### config.mk
export PLATFORM = sky130hd
export DESIGN_NAME = vector_packer_flat
export DESIGN_NICKNAME = d
export VERILOG_FILES = /design/src/rtl/vector_packer_if.sv /design/src/rtl/vector_packer.sv /design/src/flat_wrapper.sv
export SDC_FILE = /design/constraint.sdc
export NUM_CORES = 1
export LEC_CHECK = 0
export ABC_CLOCK_PERIOD_IN_PS = 3400
export CORE_MARGIN = 2
export CORE_UTILIZATION = 53
export CTS_CLUSTER_DIAMETER = 200
export DETAILED_ROUTE_END_ITERATION = 8
export PLACE_DENSITY = 0.8
export SYNTH_ARGS = -nofsm -noshare
export SYNTH_HDL_FRONTEND = slang
export SYNTH_SLANG_ARGS = --single-unit
### constraint.sdc
create_clock -name clk -period 3.4 [get_ports clk]
set_clock_uncertainty 0.2 [all_clocks]
set_input_delay 0.85 -clock clk [delete_from_list [all_inputs] [get_ports clk]]
set_output_delay 0.85 -clock clk [all_outputs]
set_load 0.005 [all_outputs]
### src/rtl/vector_packer_if.sv
// Sample-in / vector-out bus of the vector packer. The packer connects to the
// slave modport; the producer/consumer side connects to the master modport.
interface vector_packer_if #(
  parameter int NUM_INPUTS = 16,
  parameter int DWIDTH     = 8
);
  localparam int FILL_W = $clog2(NUM_INPUTS);

  logic [DWIDTH-1:0]            i_dat;
  logic                         i_dat_valid;
  logic                         i_flush;
  logic [NUM_INPUTS*DWIDTH-1:0] o_dat_vector;
  logic                         o_dat_valid;
  logic [FILL_W-1:0]            o_fill;
  logic [15:0]                  o_vec_cnt;

  modport master (
    output i_dat, i_dat_valid, i_flush,
    input  o_dat_vector, o_dat_valid, o_fill, o_vec_cnt
  );

  modport slave (
    input  i_dat, i_dat_valid, i_flush,
    output o_dat_vector, o_dat_valid, o_fill, o_vec_cnt
  );
endinterface

### src/rtl/vector_packer.sv
// Serial-to-parallel packer: collects NUM_INPUTS samples into one vector for
// the adder tree, with flush-driven early emission of zero-padded partials.
module vector_packer #(
  parameter int NUM_INPUTS = 16,
  parameter int DWIDTH     = 8
) (
  input  logic            clk,
  input  logic            rst_n,
  vector_packer_if.slave  bus
);
  localparam int FILL_W = $clog2(NUM_INPUTS);
  localparam int VEC_W  = NUM_INPUTS * DWIDTH;
  localparam logic [FILL_W-1:0] LAST_SLOT = FILL_W'(NUM_INPUTS - 1);

  typedef enum logic {
    ST_FILL,
    ST_EMIT
  } state_e;

  state_e            state_q, state_d;
  logic [VEC_W-1:0]  buf_q, buf_d;
  logic [VEC_W-1:0]  vec_q, vec_d;
  logic [FILL_W-1:0] fill_q, fill_d;
  logic [15:0]       cnt_q, cnt_d;

  logic [VEC_W-1:0]  merged;
  logic              full_emit;
  logic              flush_emit;
  logic              emit;

  always_comb begin
    // NOTE: every variable gets a default before any branch, so no latch can be inferred.
    merged = buf_q;
    if (bus.i_dat_valid) begin
      merged[int'(fill_q)*DWIDTH +: DWIDTH] = bus.i_dat;
    end

    full_emit  = bus.i_dat_valid && (fill_q == LAST_SLOT);
    flush_emit = bus.i_flush && ((fill_q != '0) || bus.i_dat_valid);
    emit       = full_emit || flush_emit;

    buf_d   = buf_q;
    vec_d   = vec_q;
    fill_d  = fill_q;
    cnt_d   = cnt_q;
    state_d = ST_FILL;

    if (emit) begin
      // The emitting edge also clears the buffer, so the next sample lands in slot 0.
      vec_d   = merged;
      buf_d   = '0;
      fill_d  = '0;
      cnt_d   = cnt_q + 16'd1;
      state_d = ST_EMIT;
    end else if (bus.i_dat_valid) begin
      buf_d  = merged;
      fill_d = fill_q + 1'b1;
    end
  end

  always_ff @(posedge clk) begin
    if (!rst_n) begin
      // NOTE: the collect buffer is reset too, because flushed partials expose unwritten slots as zero.
      state_q <= ST_FILL;
      buf_q   <= '0;
      vec_q   <= '0;
      fill_q  <= '0;
      cnt_q   <= '0;
    end else begin
      // NOTE: non-blocking assignments here so all registers update from the same pre-edge values.
      state_q <= state_d;
      buf_q   <= buf_d;
      vec_q   <= vec_d;
      fill_q  <= fill_d;
      cnt_q   <= cnt_d;
    end
  end

  assign bus.o_dat_vector = vec_q;
  assign bus.o_dat_valid  = (state_q == ST_EMIT);
  assign bus.o_fill       = fill_q;
  assign bus.o_vec_cnt    = cnt_q;
endmodule

### src/flat_wrapper.sv
// flat-port wrapper written by rule: the top's interface ports become plain ports
module vector_packer_flat 
#(
  parameter int NUM_INPUTS = 16,
  parameter int DWIDTH     = 8
)
  (clk, rst_n, bus_i_dat, bus_i_dat_valid, bus_i_flush, bus_o_dat_vector, bus_o_dat_valid, bus_o_fill, bus_o_vec_cnt);
  vector_packer_if #(.NUM_INPUTS(NUM_INPUTS), .DWIDTH(DWIDTH)) bus_i ();
  input  logic clk;
  input  logic rst_n;
  input wire logic [$bits(bus_i.i_dat)-1:0] bus_i_dat;
  input wire logic [$bits(bus_i.i_dat_valid)-1:0] bus_i_dat_valid;
  input wire logic [$bits(bus_i.i_flush)-1:0] bus_i_flush;
  output wire logic [$bits(bus_i.o_dat_vector)-1:0] bus_o_dat_vector;
  output wire logic [$bits(bus_i.o_dat_valid)-1:0] bus_o_dat_valid;
  output wire logic [$bits(bus_i.o_fill)-1:0] bus_o_fill;
  output wire logic [$bits(bus_i.o_vec_cnt)-1:0] bus_o_vec_cnt;
  assign bus_i.i_dat = bus_i_dat;
  assign bus_i.i_dat_valid = bus_i_dat_valid;
  assign bus_i.i_flush = bus_i_flush;
  assign bus_o_dat_vector = bus_i.o_dat_vector;
  assign bus_o_dat_valid = bus_i.o_dat_valid;
  assign bus_o_fill = bus_i.o_fill;
  assign bus_o_vec_cnt = bus_i.o_vec_cnt;
  vector_packer #(.NUM_INPUTS(NUM_INPUTS), .DWIDTH(DWIDTH)) u_core (.clk(clk), .rst_n(rst_n), .bus(bus_i));
endmodule
==> results.json <==
{
  "status": "finished, final reports clean",
  "slew_headroom_pct": 46.54,
  "dominantRegCellSynth": "dfxtp_1",
  "holdWs_ns": 0.2459,
  "syn_avg_cell_area_sq_um": 9.726,
  "antenna_left": 0,
  "grt_max_degree": 85,
  "crit_arrival_ns": 3.28,
  "post_cts_resized": 0,
  "clk_latency_ns": 0.53,
  "hold_path_end": "u_core.bus.o_dat_vector[99]",
  "wl_met1_mm": 11.01,
  "met2_wirelength_mm": 11.41,
  "via_count": 7604,
  "power_density_nw_per_um2": 518.5,
  "path_class": "flop to flop",
  "syn_inst": 1011,
  "critPathMaxStageDelay_ns": 0.51,
  "place_hpwl_mm": 16.27,
  "via_per_inst": 5.325,
  "crit_fanout": 8,
  "cts_tree": "built",
  "numPortBuffers": 160,
  "ys_types": 44,
  "place_congestion": 0.8680,
  "start_util_pct": 54.37,
  "die_y_um": 140.2,
  "wl_met3_mm": 1.261,
  "routed.top_layer": "met4",
  "drt-initial-drc-count": 454,
  "leakage_nw": 4.814,
  "place_area_sq_um": 11820,
  "worst_setup_path_end_kind": "flop",
  "syn_area_sq_um": 9833,
  "period_needed_ns": 3.083,
  "wl_per_cell_um": 16.87,
  "track_usage_pct": 23.80,
  "num_rows": 49,
  "first_global_vias": 7187,
  "peakVddDrop_uv": 341.9,
  "finalInstanceArea_sq_um": 12730,
  "nFillCells": 1323,
  "cp-startpoint": "u_core.bus.o_fill[1]",
  "cts_buffers": 27,
  "hp-class": "flop to flop",
  "drc": 0,
  "postCtsSetupBuffers": 0,
  "synthToLayoutAreaGrowth_pct": 29.43,
  "cts_buffer_depth": 3,
  "clk_pin_slew_ns": 0.06,
  "firstDrtPassIters": 5,
  "fin_util_pct": 70.37,
  "holdPathStages": 2,
  "yosys_warnings": 0,
  "hp-start": "u_core.bus.o_dat_vector[99]",
  "finalHoldViolations": 0,
  "r2r_slack_ns": 0.32,
  "cts_root_buf": "clkbuf_16",
  "finalCritPeriodShare_pct": 90.69,
  "clock-sinks": 277,
  "wl_mm": 24.10,
  "reg2reg_depth": 7,
  "cap_violations": 0,
  "htreeDepth": 1,
  "ios": 161,
  "setup_tns_ns": 0,
  "gr-total-overflow": 0,
  "grt_first_pass_wirelength_mm": 37.86,
  "core_sq_um": 18090,
  "antenna_found_initial": 0,
  "rsz0062_at_grt": "false",
  "r2r_start": "u_core.bus.o_fill[1]",
  "timing.rr.end": "u_core.bus.o_dat_vector[89]",
  "critPathTopFamily": "simple AND/OR/NAND/NOR gates",
  "synth_nets": 1027,
  "dieArea_sq_um": 19660,
  "synth_edf_count": 0,
  "die_w_um": 140.2,
  "slowest_stage": "or2_1",
  "fmax_mhz": 324.3,
  "critical_path_required_ns": 3.60,
  "cp.buffers_inverters": 0,
  "ctsHoldBuffers": 0,
  "maxSlewViolCount": 0,
  "setup_viol": 0,
  "drive_gt1_share_pct": 8.674,
  "synth_async_sr_flop_share_pct": 0,
  "ys_seq_elements": 277,
  "path_cells": "nor3_1 -> ha_1 -> nand2b_1 -> or3_1 -> or2_1 -> mux2i_1 -> o21ai_0",
  "cp-start-kind": "flop",
  "final_nets": 1194,
  "tightest_slew_ns": 0.7958,
  "yosysSeqAreaShare_pct": 56.39,
  "n_antenna_cell": 0
}
[through the flow]
stage               worst slack [ns]  instances  power, W
CTS                           0.3213       1428  0.006636
global route                  0.1144       1428  0.006786
floorplan                     0.4402       1011  0.003546
finish                        0.3165       1428  0.006599
global placement              0.3463       1378  0.003676
detailed placement            0.2882       1378  0.003677
[layout by cell type (no fill, tap or decap), types with 2 or more instances in the layout]
cell,netlist,routed
dfxtp_1,277,277
clkdlybuf4s50_1,0,160
nand2_1,143,142
nor2_1,134,134
mux2i_1,129,129
o21ai_0,122,122
buf_4,9,36
clkbuf_16,0,27
and2_1,22,21
nor2b_1,16,16
xor2_1,12,12
nor3_1,10,10
nor3b_1,10,10
and3_1,10,10
o21ai_1,9,9
clkbuf_8,0,7
clkinv_2,0,7
buf_12,0,5
inv_1,4,4
nand3_1,5,4
nor4b_1,5,4
xnor2_1,4,4
ha_1,4,4
clkbuf_1,34,4
nand3b_1,3,3
nor3_2,3,3
a21boi_0,3,3
or3_1,2,2
nor2_8,2,2
and4_1,2,2
clkinv_4,0,2
bufinv_16,0,2
[worst reg2reg max path: cells and delay by family (launching register included)]
kind / cells / cell delay [ns]
fa+ha+maj: 1 / 0.34
mux: 1 / 0.31
flops: 1 / 0.40
simple gates: 4 / 1.61
compound gates: 1 / 0.10
[cell usage after synthesis (2+ instances only)]
library cell    n  area [sq um]
dfxtp_1       277          5545
nor4b_1         5         43.79
nor3b_1        10         75.07
and3_1         10         62.56
and2_1         22         137.6
buf_4           9         67.56
nand3b_1        3         22.52
xnor2_1         4         35.03
and4_1          2         17.52
mux2i_1       129          1291
or3_1           2         12.51
o21ai_1         9         45.04
o21ai_0       122         610.6
nor3_2          3         30.03
buf_2          19         95.09
clkbuf_1       34         127.6
ha_1            4         50.05
nor3_1         10         50.05
nor2_8          2         40.04
nand3_1         5         25.02
xor2_1         12         105.1
inv_1           4         15.01
a21boi_0        3         22.52
nor2_1        134         503.0
nand2_1       143         536.8
nor2b_1        16         100.1
[worst max path at each step]
stage                              endpoint  depth (start not counted)  slack, ns
6_report        u_core.bus.o_dat_vector[89]                          7       0.32
5_1_grt         u_core.bus.o_dat_vector[88]                          7       0.11
4_1_cts         u_core.bus.o_dat_vector[89]                          7       0.32
3_5_place_dp    u_core.bus.o_dat_vector[96]                          6       0.29
3_3_place_gp    u_core.bus.o_dat_vector[65]                          8       0.35
2_1_floorplan  u_core.bus.o_dat_vector[101]                          9       0.44
[cell families (layout without fill, tap and decap cells)]
group	Yosys count	count (layout)	synth area share, %
multiplexers	129	129	13.13
AO/OA/AOI/OAI	140	140	7.507
XOR/XNOR	16	16	1.425
adder cells (fa/ha/maj)	4	4	0.5090
flip-flops	277	277	56.39
AND/OR/NAND/NOR	378	378	17.81
buffers and inverters	67	255	3.219
[routing by layer]
layer	GRT usage, %	vias up
met5	0	-
li1	-	3696
met3	3.658	33
met4	5.476	0
met2	40.02	215
met1	32.57	3660
[layout make-up]
type                       count  area [sq um]  area share, %
timing repair buffer         201          1972          15.49
multi-input combinational    667          4000          31.43
clock inverter                12         121.4         0.9536
tap                          229         286.5          2.251
sequential                   277          5545          43.57
clock buffer                  38         787.0          6.184
inverter                       4         15.01         0.1180
[flip-flops by register name, summed over array words and instances (netlist names)]
register	cells
u_core.buf_q	128
u_core.bus.o_dat_vector	128
u_core.bus.o_vec_cnt	16
u_core.bus.o_fill	4
u_core.bus.o_dat_valid	1
[report_power, final]
part / internal, W / switching, W / leakage (nW) / total, W
Clock: 0.00177 / 0.00122 / 0.456 / 0.00299
Combinational: 0.000112 / 0.000226 / 2.13 / 0.000338
Sequential: 0.00326 / 0.00000985 / 2.23 / 0.00327
Total: 0.00514 / 0.00146 / 4.81 / 0.00660
(Power assumes the default switching activity.)
